$ cat src/rtl/analyzer_scan_ctrl.sv
// analyzer_scan_ctrl: steps one-hot drive across matrix lines, settles, samples ch_in, reports per-line results
module analyzer_scan_ctrl #(
    parameter int NUM_CH        = 5,
    parameter int SETTLE_CYCLES = 4,
    parameter int SAMPLE_COUNT  = 16,
    localparam int CNT_W        = $clog2(SAMPLE_COUNT + 1)
) (
    input  logic              clk,
    input  logic              rst_n,
    input  logic              start,
    input  logic              abort,
    input  logic [NUM_CH-1:0] ch_in,
    output logic [NUM_CH-1:0] drive_en,
    output logic              busy,
    output logic              res_valid,
    input  logic              res_ready,
    output logic [2:0]        res_ch,
    output logic [CNT_W-1:0]  res_count,
    output logic              res_xtalk,
    output logic              res_pass,
    output logic              done,
    output logic              aborted
);
    localparam int TMAX = (SETTLE_CYCLES > SAMPLE_COUNT) ? SETTLE_CYCLES : SAMPLE_COUNT;
    localparam int TW   = $clog2(TMAX + 1);

    typedef enum logic [1:0] {IDLE, SETTLE, SAMPLE, REPORT} state_t;

    state_t            state, state_nx;
    logic [2:0]        cur;
    logic [TW-1:0]     tmr;
    logic [CNT_W-1:0]  acc, cnt_nx;
    logic              xt, xt_nx;
    logic [NUM_CH-1:0] sel;
    logic              accept, last_ch;

    always_ff @(posedge clk)
        state <= !rst_n ? IDLE : state_nx;

    always_comb begin
        sel      = NUM_CH'(1) << cur;
        cnt_nx   = acc + CNT_W'(|(ch_in & sel));
        xt_nx    = xt | (|(ch_in & ~sel));
        accept   = state == REPORT && res_ready;
        last_ch  = cur == 3'(NUM_CH - 1);
        state_nx = state;
        // abort outranks every other transition once a scan is running
        if (state != IDLE && abort)
            state_nx = IDLE;
        else
            case (state)
                IDLE:    state_nx = start ? SETTLE : IDLE;
                SETTLE:  state_nx = tmr == TW'(SETTLE_CYCLES - 1) ? SAMPLE : SETTLE;
                SAMPLE:  state_nx = tmr == TW'(SAMPLE_COUNT - 1) ? REPORT : SAMPLE;
                default: state_nx = res_ready ? (last_ch ? IDLE : SETTLE) : REPORT;
            endcase
        drive_en  = (state == SETTLE || state == SAMPLE) ? sel : '0;
        busy      = state != IDLE;
        res_valid = state == REPORT;
    end

    always_ff @(posedge clk) begin
        if (!rst_n) begin
            cur       <= '0;
            tmr       <= '0;
            acc       <= '0;
            xt        <= 1'b0;
            res_ch    <= '0;
            res_count <= '0;
            res_xtalk <= 1'b0;
            res_pass  <= 1'b0;
            done      <= 1'b0;
            aborted   <= 1'b0;
        end else begin
            done    <= accept && last_ch && !abort;
            aborted <= abort && state != IDLE;
            tmr     <= (state_nx == state) ? tmr + TW'(1) : '0;
            cur     <= (state_nx == IDLE) ? 3'd0 : (accept && state_nx == SETTLE) ? cur + 3'd1 : cur;
            acc     <= (state == SAMPLE) ? cnt_nx : '0;
            xt      <= (state == SAMPLE) ? xt_nx : 1'b0;
            // result fields only move on REPORT entry, so they hold through backpressure
            if (state == SAMPLE && state_nx == REPORT) begin
                res_ch    <= cur;
                res_count <= cnt_nx;
                res_xtalk <= xt_nx;
                res_pass  <= cnt_nx == CNT_W'(SAMPLE_COUNT) && !xt_nx;
            end
        end
    end
endmodule

$ cat config.mk
export PLATFORM = sky130hd
export DESIGN_NAME = analyzer_scan_ctrl
export DESIGN_NICKNAME = d
export VERILOG_FILES = /design/src/rtl/analyzer_scan_ctrl.sv
export SDC_FILE = /design/constraint.sdc
export NUM_CORES = 1
export LEC_CHECK = 0
export ABC_CLOCK_PERIOD_IN_PS = 3470
export BUFFER_PORTS_ARGS = -buffer_cell sky130_fd_sc_hd__buf_2
export CORE_MARGIN = 10
export CORE_UTILIZATION = 47
export DETAILED_ROUTE_END_ITERATION = 12
export GPL_TIMING_DRIVEN = 1
export PLACE_DENSITY = 0.7
export SYNTH_ARGS = -nofsm -noshare
export SYNTH_HDL_FRONTEND = slang
export SYNTH_SLANG_ARGS = --single-unit
$ cat constraint.sdc
create_clock -name clk -period 3.47 [get_ports clk]
set_input_delay 0.1735 -clock clk [delete_from_list [all_inputs] [get_ports clk]]
set_output_delay 0.1735 -clock clk [all_outputs]
set_load 0.005 [all_outputs]
==> run summary <==
post-layout min period -> 2370 ps
Post-Synth XOR/XNOR Area -> 4.35%
Clock Latency Late Sink -> 330 ps
Max-Cap Viols -> 0
antenna cells -> 0
Clock Skew -> 9.84 ps
Yosys top cell area share -> 39.8%
Simple-Gate Fraction of Synth Area -> 24.2%
Synth cell types -> 37
post-synthesis mux area share -> 4.26%
fin area -> 1590 um^2
slew of the pin with the lowest slew margin -> 544 ps
number of synthesized flops with an enable pin -> 0
post-synthesis sequential area ratio -> 39.8%
DIE WIDTH -> 74.8 um
Clock transition at path regs -> 140 ps
initial DRC count -> 54
final worst path period share -> 68.3%
slowest stage cell, crit path -> dfxtp_1
Tot Pwr -> 515 uW
chip height -> 74.8 um
final setup margin -> 1100 ps
vias in the first global route -> 1,101
post-route setup TNS -> 0 ps
DRC -> 0
TritonRoute pass-1 iters -> 5
VDD IR-drop max -> 238 uV
cell count after synthesis -> 145
drt via density -> 5.35
Core ar. -> 2810 um^2
port bufs -> 28
postcts setup bufs -> 0
Fin. Hold Viols -> 0
fin nets -> 198
worst min-delay path class -> in -> reg
WL/cell -> 14.6 um
Mean Syn Cell Area -> 9.72 um^2
post-DP HPWL -> 2.38 mm
final max-slew violation count -> 0
DP Worst Slack -> 1130 ps
H-tree Lvls -> 1
Post-Synth Adder-Cell Area -> 11.5%
CTS sink count -> 28
final setup vio count -> 0
IO Pins -> 29
grt total ovfl -> 0
worst hold slack -> 15.9 ps
largest family of logic cells by synthesized area -> simple AND/OR/NAND/NOR gates
largest net degree at the start of global routing -> 21
CTS tree -> built
most used cell, CP -> ha_1
Detailed Route WL -> 2.97 mm
crit-path max cell delay -> 440 ps
Synth area leader -> dfxtp_1
die area -> 5590 um^2
placed inst area -> 1570 um^2
layout cell share with drive strength beyond 1 -> 23.7%
Final ANT Viol Nets -> 0
Mapped Area -> 1410 um^2
Synth Area in Compound Gates -> 11.3%
startpoint types -> flop
Initial Util -> 50.2%
CP Data Required Time -> 3730 ps
Post-Synthesis Net Count -> 168
critical-path cell list -> inv_1 -> ha_1 -> a222oi_1 -> o21ai_0 -> ha_1 -> ha_1 -> xnor2_1 -> nand3_1 -> nor2_1 -> nand2_1 -> o22ai_1
leakage power -> 0.000742 uW
ys flop type -> dfxtp_1
Post-CTS Resized -> 0
Crit. End Element -> flop
clock root cell -> clkbuf_4
first-pass GRT wire length -> 5.02 mm
# hold bufs at CTS -> 0
critical path type -> reg -> reg
Seq cells post-synth -> 28
RSZ-0062 raised after global routing -> no
dominant cells by area after synthesis -> dfxtp_1, ha_1, mux2i_1
Synth-to-Final Area Change -> 13.0%
pwr/cell area -> 324 nW/um^2
Critical Path Fanout Max -> 7
top cells by count, synth -> dfxtp_1, ha_1, nor2_1
Arr. time, crit path -> 2630 ps
Filler Cells Inserted -> 263
vias -> 1,091
row cnt -> 19
TritonCTS Buffers -> 3
relative slew slack -> 63.5%
initial antenna violation count -> 0
fmax -> 422 MHz
outcome -> complete, no violations
GPL Wtd Cong -> 0.804
FFs w/ async S/R, synth -> 0%
most frequent cell after synthesis -> dfxtp_1
Clock Path Buffers -> 2
GRT Total Usage -> 11.2%
synth warn -> 0
## kinds of logic (layout without fill, tap and decap cells)
family                     after synthesis  count (layout)
and+or+nand+nor                         59              59
DFF                                     28              28
AOI/OAI and AO/OA                       18              18
buffers and inverters                   14              42
adders and majority gates               13              13
xor gates and xnor gates                 7               7
muxes                                    6               6
## power by group
group / leakage [uW] / internal (uW) / switching, uW / total [uW]
Clock: 0.0000138 / 40.7 / 89.5 / 130
Sequential: 0.000226 / 327 / 4.04 / 331
Combinational: 0.000502 / 24.8 / 29.5 / 54.3
## per-stage QoR
stage          util, %  std cells
2_1_floorplan        -        145
3_3_place_gp      55.9        201
3_5_place_dp      55.9        201
4_1_cts           56.7        204
5_1_grt           56.7        204
6_report          56.7        204
## flip-flops by register name, summed over array words and instances (netlist names), 2 cells and up
signal,count
res_count,5
cur,3
acc,5
tmr,5
res_ch,3
state,2
## routing by layer
metal  track usage (%)  part of all wire (%)  up-vias
met2              18.1                    45       32
met1              13.7                    45      502
met3              3.02                   7.9        4
li1                  -                     -      553
met4              5.04                   1.5        0
met5                 0                     0        -
## cell type report
| class | instances | area (um^2) | area share (%) |
|---|---|---|---|
| Clock buffer | 3 | 22.5 | 1.42 |
| Inverter | 10 | 37.5 | 2.36 |
| Timing Repair Buffer | 29 | 148 | 9.28 |
| Sequential cell | 28 | 561 | 35.2 |
| Multi-Input combinational cell | 103 | 785 | 49.3 |
| Tap cell | 31 | 38.8 | 2.44 |
## placed cells by master (no fill, tap or decap), types with 5 or more instances in the layout
cell type,instances
nand2_1,11
and2_1,6
inv_1,10
nor2b_1,6
nor2_1,13
nor3_1,5
buf_2,28
mux2i_1,6
ha_1,13
dfxtp_1,28
## worst paths after layout
kind                            endpoint  cells past startpoint      from  slack [ps]
worst max-delay path            res_pass                     11    cur[0]        1100
worst min-delay path                done                      2     abort          20
worst max register to register  res_pass                     11    cur[0]        1100
worst min register to register  res_pass                      2  res_pass         470
## worst max-delay path, delay by kind of cell, from the launching register on
kind / cells / cell delay (ps)
adder cells (fa/ha/maj): 3 / 710
AO/OA/AOI/OAI: 3 / 530
flip-flops: 1 / 440
AND/OR/NAND/NOR: 3 / 270
XOR/XNOR: 1 / 260
buffers and inverters: 1 / 90
No activity file was read; power rests on OpenSTA's default activity.
